--- src/rtl/ysyx_25040129_rf_scheduler_pkg.sv ---
// Shared constants and types for the register-file write scheduler.
// Holds the default register geometry and the writeback source enum.
package ysyx_25040129_rf_scheduler_pkg;

  localparam int REGS_DIG = 4;
  localparam int NREGS    = 2 ** REGS_DIG;
  localparam int XLEN     = 32;

  typedef enum logic {
    WB_EXU = 1'b0,
    WB_LSU = 1'b1
  } wb_src_e;

endpackage

--- src/rtl/ysyx_25040129_rr_arb2.sv ---
// Two-way round-robin arbiter between EXU and LSU writeback requests.
// Grant is combinational; only the last-granted source is stored.
module ysyx_25040129_rr_arb2
  import ysyx_25040129_rf_scheduler_pkg::*;
(
  input  logic clk,
  input  logic rst,
  input  logic req_exu,
  input  logic req_lsu,
  output logic gnt_exu,
  output logic gnt_lsu
);

  wb_src_e rr_last;

  always_comb begin
    gnt_exu = 1'b0;
    gnt_lsu = 1'b0;
    if (!rst) begin
      if (req_exu && req_lsu) begin
        // On a tie the source that did not win last time goes first.
        if (rr_last == WB_LSU) gnt_exu = 1'b1;
        else                   gnt_lsu = 1'b1;
      end else begin
        gnt_exu = req_exu;
        gnt_lsu = req_lsu;
      end
    end
  end

  always_ff @(posedge clk or posedge rst) begin
    if (rst) begin
      rr_last <= WB_LSU;
    end else if (gnt_exu) begin
      rr_last <= WB_EXU;
    end else if (gnt_lsu) begin
      rr_last <= WB_LSU;
    end
  end

endmodule

--- src/rtl/ysyx_25040129_rf_scheduler.sv ---
// Register-file write-port scheduler: scoreboard-based RAW/WAW issue stall
// plus round-robin muxing of EXU/LSU writebacks onto the single write port.
module ysyx_25040129_rf_scheduler #(
  parameter int REGS_DIG = ysyx_25040129_rf_scheduler_pkg::REGS_DIG,
  parameter int XLEN     = ysyx_25040129_rf_scheduler_pkg::XLEN,
  localparam int NREGS   = 2 ** REGS_DIG
) (
  input  logic                clk,
  input  logic                rst,
  input  logic                iss_valid,
  output logic                iss_ready,
  input  logic [REGS_DIG-1:0] iss_rd,
  input  logic                iss_rd_we,
  input  logic [REGS_DIG-1:0] iss_src1,
  input  logic [REGS_DIG-1:0] iss_src2,
  input  logic                exu_wb_valid,
  output logic                exu_wb_ready,
  input  logic [REGS_DIG-1:0] exu_wb_rd,
  input  logic [XLEN-1:0]     exu_wb_data,
  input  logic                lsu_wb_valid,
  output logic                lsu_wb_ready,
  input  logic [REGS_DIG-1:0] lsu_wb_rd,
  input  logic [XLEN-1:0]     lsu_wb_data,
  output logic                rf_we,
  output logic [REGS_DIG-1:0] rf_rd,
  output logic [XLEN-1:0]     rf_wdata,
  output logic [NREGS-1:0]    busy_vec
);

  logic [NREGS-1:0]    busy;
  logic [NREGS-1:0]    busy_next;
  logic                gnt_exu;
  logic                gnt_lsu;
  logic                gnt_any;
  logic [REGS_DIG-1:0] wb_rd;
  logic                set_en;
  logic                clr_en;

  ysyx_25040129_rr_arb2 u_arb (
    .clk     (clk),
    .rst     (rst),
    .req_exu (exu_wb_valid),
    .req_lsu (lsu_wb_valid),
    .gnt_exu (gnt_exu),
    .gnt_lsu (gnt_lsu)
  );

  assign gnt_any      = gnt_exu || gnt_lsu;
  assign exu_wb_ready = gnt_exu;
  assign lsu_wb_ready = gnt_lsu;
  assign wb_rd        = gnt_lsu ? lsu_wb_rd : exu_wb_rd;

  // x0 writes complete the handshake but never reach the register file.
  assign rf_we    = gnt_any && (wb_rd != '0);
  assign rf_rd    = wb_rd;
  assign rf_wdata = gnt_lsu ? lsu_wb_data : exu_wb_data;

  // No bypass: a register being written this cycle still reads as busy.
  assign iss_ready = !rst && !busy[iss_src1] && !busy[iss_src2]
                     && !(iss_rd_we && busy[iss_rd]);

  assign set_en = iss_valid && iss_ready && iss_rd_we && (iss_rd != '0);
  assign clr_en = rf_we;

  always_comb begin
    busy_next = busy;
    if (clr_en) busy_next[wb_rd] = 1'b0;
    if (set_en) busy_next[iss_rd] = 1'b1;
    busy_next[0] = 1'b0;
  end

  always_ff @(posedge clk or posedge rst) begin
    if (rst) begin
      busy <= '0;
    end else begin
      busy <= busy_next;
    end
  end

  assign busy_vec = busy;

  // Protocol checks: writeback to an idle register, and set/clear collision.
  always_ff @(posedge clk) begin
    if (!rst) begin
      if (clr_en) assert (busy[wb_rd]);
      if (set_en && clr_en) assert (iss_rd != wb_rd);
    end
  end

endmodule

--- config.mk ---
export PLATFORM = sky130hd
export DESIGN_NAME = ysyx_25040129_rf_scheduler
export DESIGN_NICKNAME = d
export VERILOG_FILES = /design/src/rtl/ysyx_25040129_rf_scheduler_pkg.sv /design/src/rtl/ysyx_25040129_rr_arb2.sv /design/src/rtl/ysyx_25040129_rf_scheduler.sv
export SDC_FILE = /design/constraint.sdc
export NUM_CORES = 1
export LEC_CHECK = 0
export BUFFER_PORTS_ARGS = -buffer_cell sky130_fd_sc_hd__buf_2
export CAP_MARGIN = 5
export CORE_ASPECT_RATIO = 0.8
export CORE_UTILIZATION = 40
export CTS_BUF_LIST = sky130_fd_sc_hd__clkbuf_16
export DETAILED_ROUTE_END_ITERATION = 10
export GPL_TIMING_DRIVEN = 0
export PLACE_DENSITY = 0.81
export SLEW_MARGIN = 20
export SYNTH_ARGS = -nofsm -noshare
export SYNTH_HDL_FRONTEND = slang
export SYNTH_SLANG_ARGS = --single-unit
--- constraint.sdc ---
create_clock -name clk -period 4.2 [get_ports clk]
set_clock_uncertainty 0.1 [all_clocks]
set_input_delay 0.42 -clock clk [delete_from_list [all_inputs] [get_ports clk]]
set_output_delay 0.42 -clock clk [all_outputs]
set_load 0.03 [all_outputs]
==> results.toml <==
[run_status]
outcome = "finished, final reports clean"

[clock_network]
clock_path_buffers = 2
clkLatencyLatePin_ns = 0.25
numCtsBuffers = 3
cts_tree = "yes"
cts_sinks = 16
clkTransAtPathRegs_ns = 0.05
postCtsHoldBufs = 0
cts_resized = 0
cts_post_setup_buffers_inserted = 0
cts-root-buf = "clkbuf_16"
h-tree-depth = 1

[setup_path]
critPathRequiredTime_ns = 3.68
worstPathArrival_ns = 3.11
rrSetupSlack_ns = 1.19
worstSetupStartpoint = "u_arb.rr_last"
path_buf_inv = 2
path_delay_family = "multiplexers"
reg2reg_from = "u_arb.rr_last"
start_kind = "flop"
path_cells = "a21bo_2 -> nor2_1 -> mux2i_1 -> clkinv_1 -> nor3_1 -> nor3_1 -> buf_2"
crit_slowest_cell = "mux2i_1"
crit_path_frequent_cell = "nor3_1"
worstSetupEndpointType = "primary output"
critical_path_peak_fanout = 9
worstSetupPathType = "flop to primary output"
worst_path_largest_cell_delay_ns = 0.81

[sta]
tns_ns = 0
relSlewSlack_pct = 38.06
fin_ws_ns = 0.5678
worstMarginPinSlew_ns = 0.9033
layout_min_cycle_time_ns = 3.632
setup_violations = 0
hold_viol = 0
max_freq_mhz = 275.3
min_period_over_period_pct = 86.48
finalMaxSlewViolations = 0
rsz0062_at_grt = "no"

[logic_synthesis]
synth.most_common_cell = "mux2_2"
yosys_warnings = 0
synth_common_cells = "42 x mux2_2, 20 x o31ai_1, 15 x dfrtp_1, 13 x mux2i_1, 12 x nand2_1"
ys_ff_latch = 16
synth_top_area_share_pct = 25.47
synth_cell_types = 40
synth_edf_count = 0
yosysSeqAreaShare_pct = 21.63
synth.avg_cell_area_um2 = 9.238
syn_area_um2 = 1857
async_flop_share_pct = 100.0
syn_inst = 201
syn-num-nets = 291
post-synth-top-area-cell = "mux2_2"
ys.flop_type = "dfrtp_1"
synth.area.top_cells = "mux2_2 25%, dfrtp_1 20%, o31ai_1 8.1%, mux2i_1 7.0%, nor2b_1 3.4%"

[placed_design]
gp_congestion = 0.9589
io_buffers = 141
place_area_um2 = 2634
dp_hpwl_um = 5547
place_ws_ns = 0.7234
dp.cells = 399

[global_route]
grt_pass1_wl_um = 10660
gr-total-overflow = 0
first_global_vias = 2149
antenna_found_initial = 0
track_usage_pct = 27.50
grt_start_max_net_pins = 18

[routing]
via_per_inst = 5.737
dr_total_vias = 2312
ant_nets = 0
finalWirelength_um = 6954
first_pass_iters = 4
remaining_drc_errors = 0
drt_iter0_markers = 245
wl_per_cell_um = 17.26

[power_and_ir_drop]
ir_worst_vdd_mv = 0.1420
p_leak_nw = 1.335
powerDensity_nw_per_um2 = 278.5

[finish]
area_growth_pct = 46.09
final_net_count = 437
drive_above_1_share_pct = 56.94
antenna_cells = 0
final_area_um2 = 2713
stdcell_count = 403

[die]
initial_utilization_pct = 43.09
ios = 146
die_area_um2 = 4920
floorplan.die.height_um = 62.94
core-area_um2 = 4309
die_w_um = 78.18
rows = 21

[hold_path]
hold_path_class = "input pin to asynchronous set/reset pin"

[flow_run]
cap_violations = 0
==> registers in the layout, summed over array words and instances (netlist names) <==
register       cells
busy_vec          15
u_arb.rr_last      1
==> kinds of logic (layout without fill, tap and decap cells) <==
group                  Yosys count  count (layout)  synth area share (%)
AO/OA/AOI/OAI                   52              52                 21.16
AND/OR/NAND/NOR                 55              55                 15.77
flip-flops                      16              16                 21.63
buffers and inverters           19             164                 4.919
other                            1               1                0.2020
multiplexers                    58              58                 36.32
==> worst reg2reg max path, stage by stage, from the launching register on <==
cell,delay (ns)
dfstp_2,0.38
a21bo_2,0.20
nor2_1,0.35
mux2i_1,0.81
clkinv_1,0.54
o31ai_1,0.39
o41ai_2,0.12
==> cell usage in the layout (no fill, tap or decap), drive strengths merged, types with 3 or more instances in the layout <==
master    n
nor2b    10
inv       3
nand2b    7
o21ai     7
o31ai    20
mux2     42
a21oi     4
nand3     5
nor2      7
mux2i    13
mux4      3
nor3      6
o41ai     8
dfrtp    15
nand2    12
clkbuf   13
buf     147
o22ai     3
==> worst paths after layout <==
check | end | cells past startpoint
min in group clk | u_arb.rr_last | 3
min reg2reg | u_arb.rr_last | 2
max reg2reg | busy_vec[10] | 6
max | rf_we | 7
max in group asynchronous | busy_vec[1] | 2
min | busy_vec[12] | 2
==> stage by stage <==
stage	total power [mW]	util (%)	hold WS, ns
after detailed placement	0.5698	61.12	0.4143
after CTS	0.7543	62.95	0.2664
after global routing	0.7912	62.95	0.3344
after global placement	0.5618	61.12	0.4201
after floorplan	0.4402	-	0.3923
final	0.7555	62.95	0.2587
==> power breakdown <==
| part | internal (mW) | total, mW | switching [mW] |
|---|---|---|---|
| Combinational | 0.145 | 0.367 | 0.223 |
| Sequential | 0.173 | 0.206 | 0.0326 |
| Clock | 0.126 | 0.182 | 0.0562 |
==> metal layers <==
metal / global-route usage (%) / share of wire, % / vias to the layer above
li1: - / - / 1074
met4: 8.102 / 3.4 / 0
met3: 5.693 / 11 / 24
met1: 37.69 / 38 / 1054
met2: 43.31 / 47 / 160
met5: 0 / 0 / -
==> final cells by class <==
type	instances	area [µm²]
Fill cell	389	1597
Clock buffer	3	75.07
Timing Repair Buffer	141	705.7
Clock inverter	1	3.754
Sequential cell	16	401.6
Tap cell	57	71.32
Buffer	16	80.08
Multi-Input combinational cell	166	1364
Inverter	3	11.26
Power figures use the tool's default switching activity.
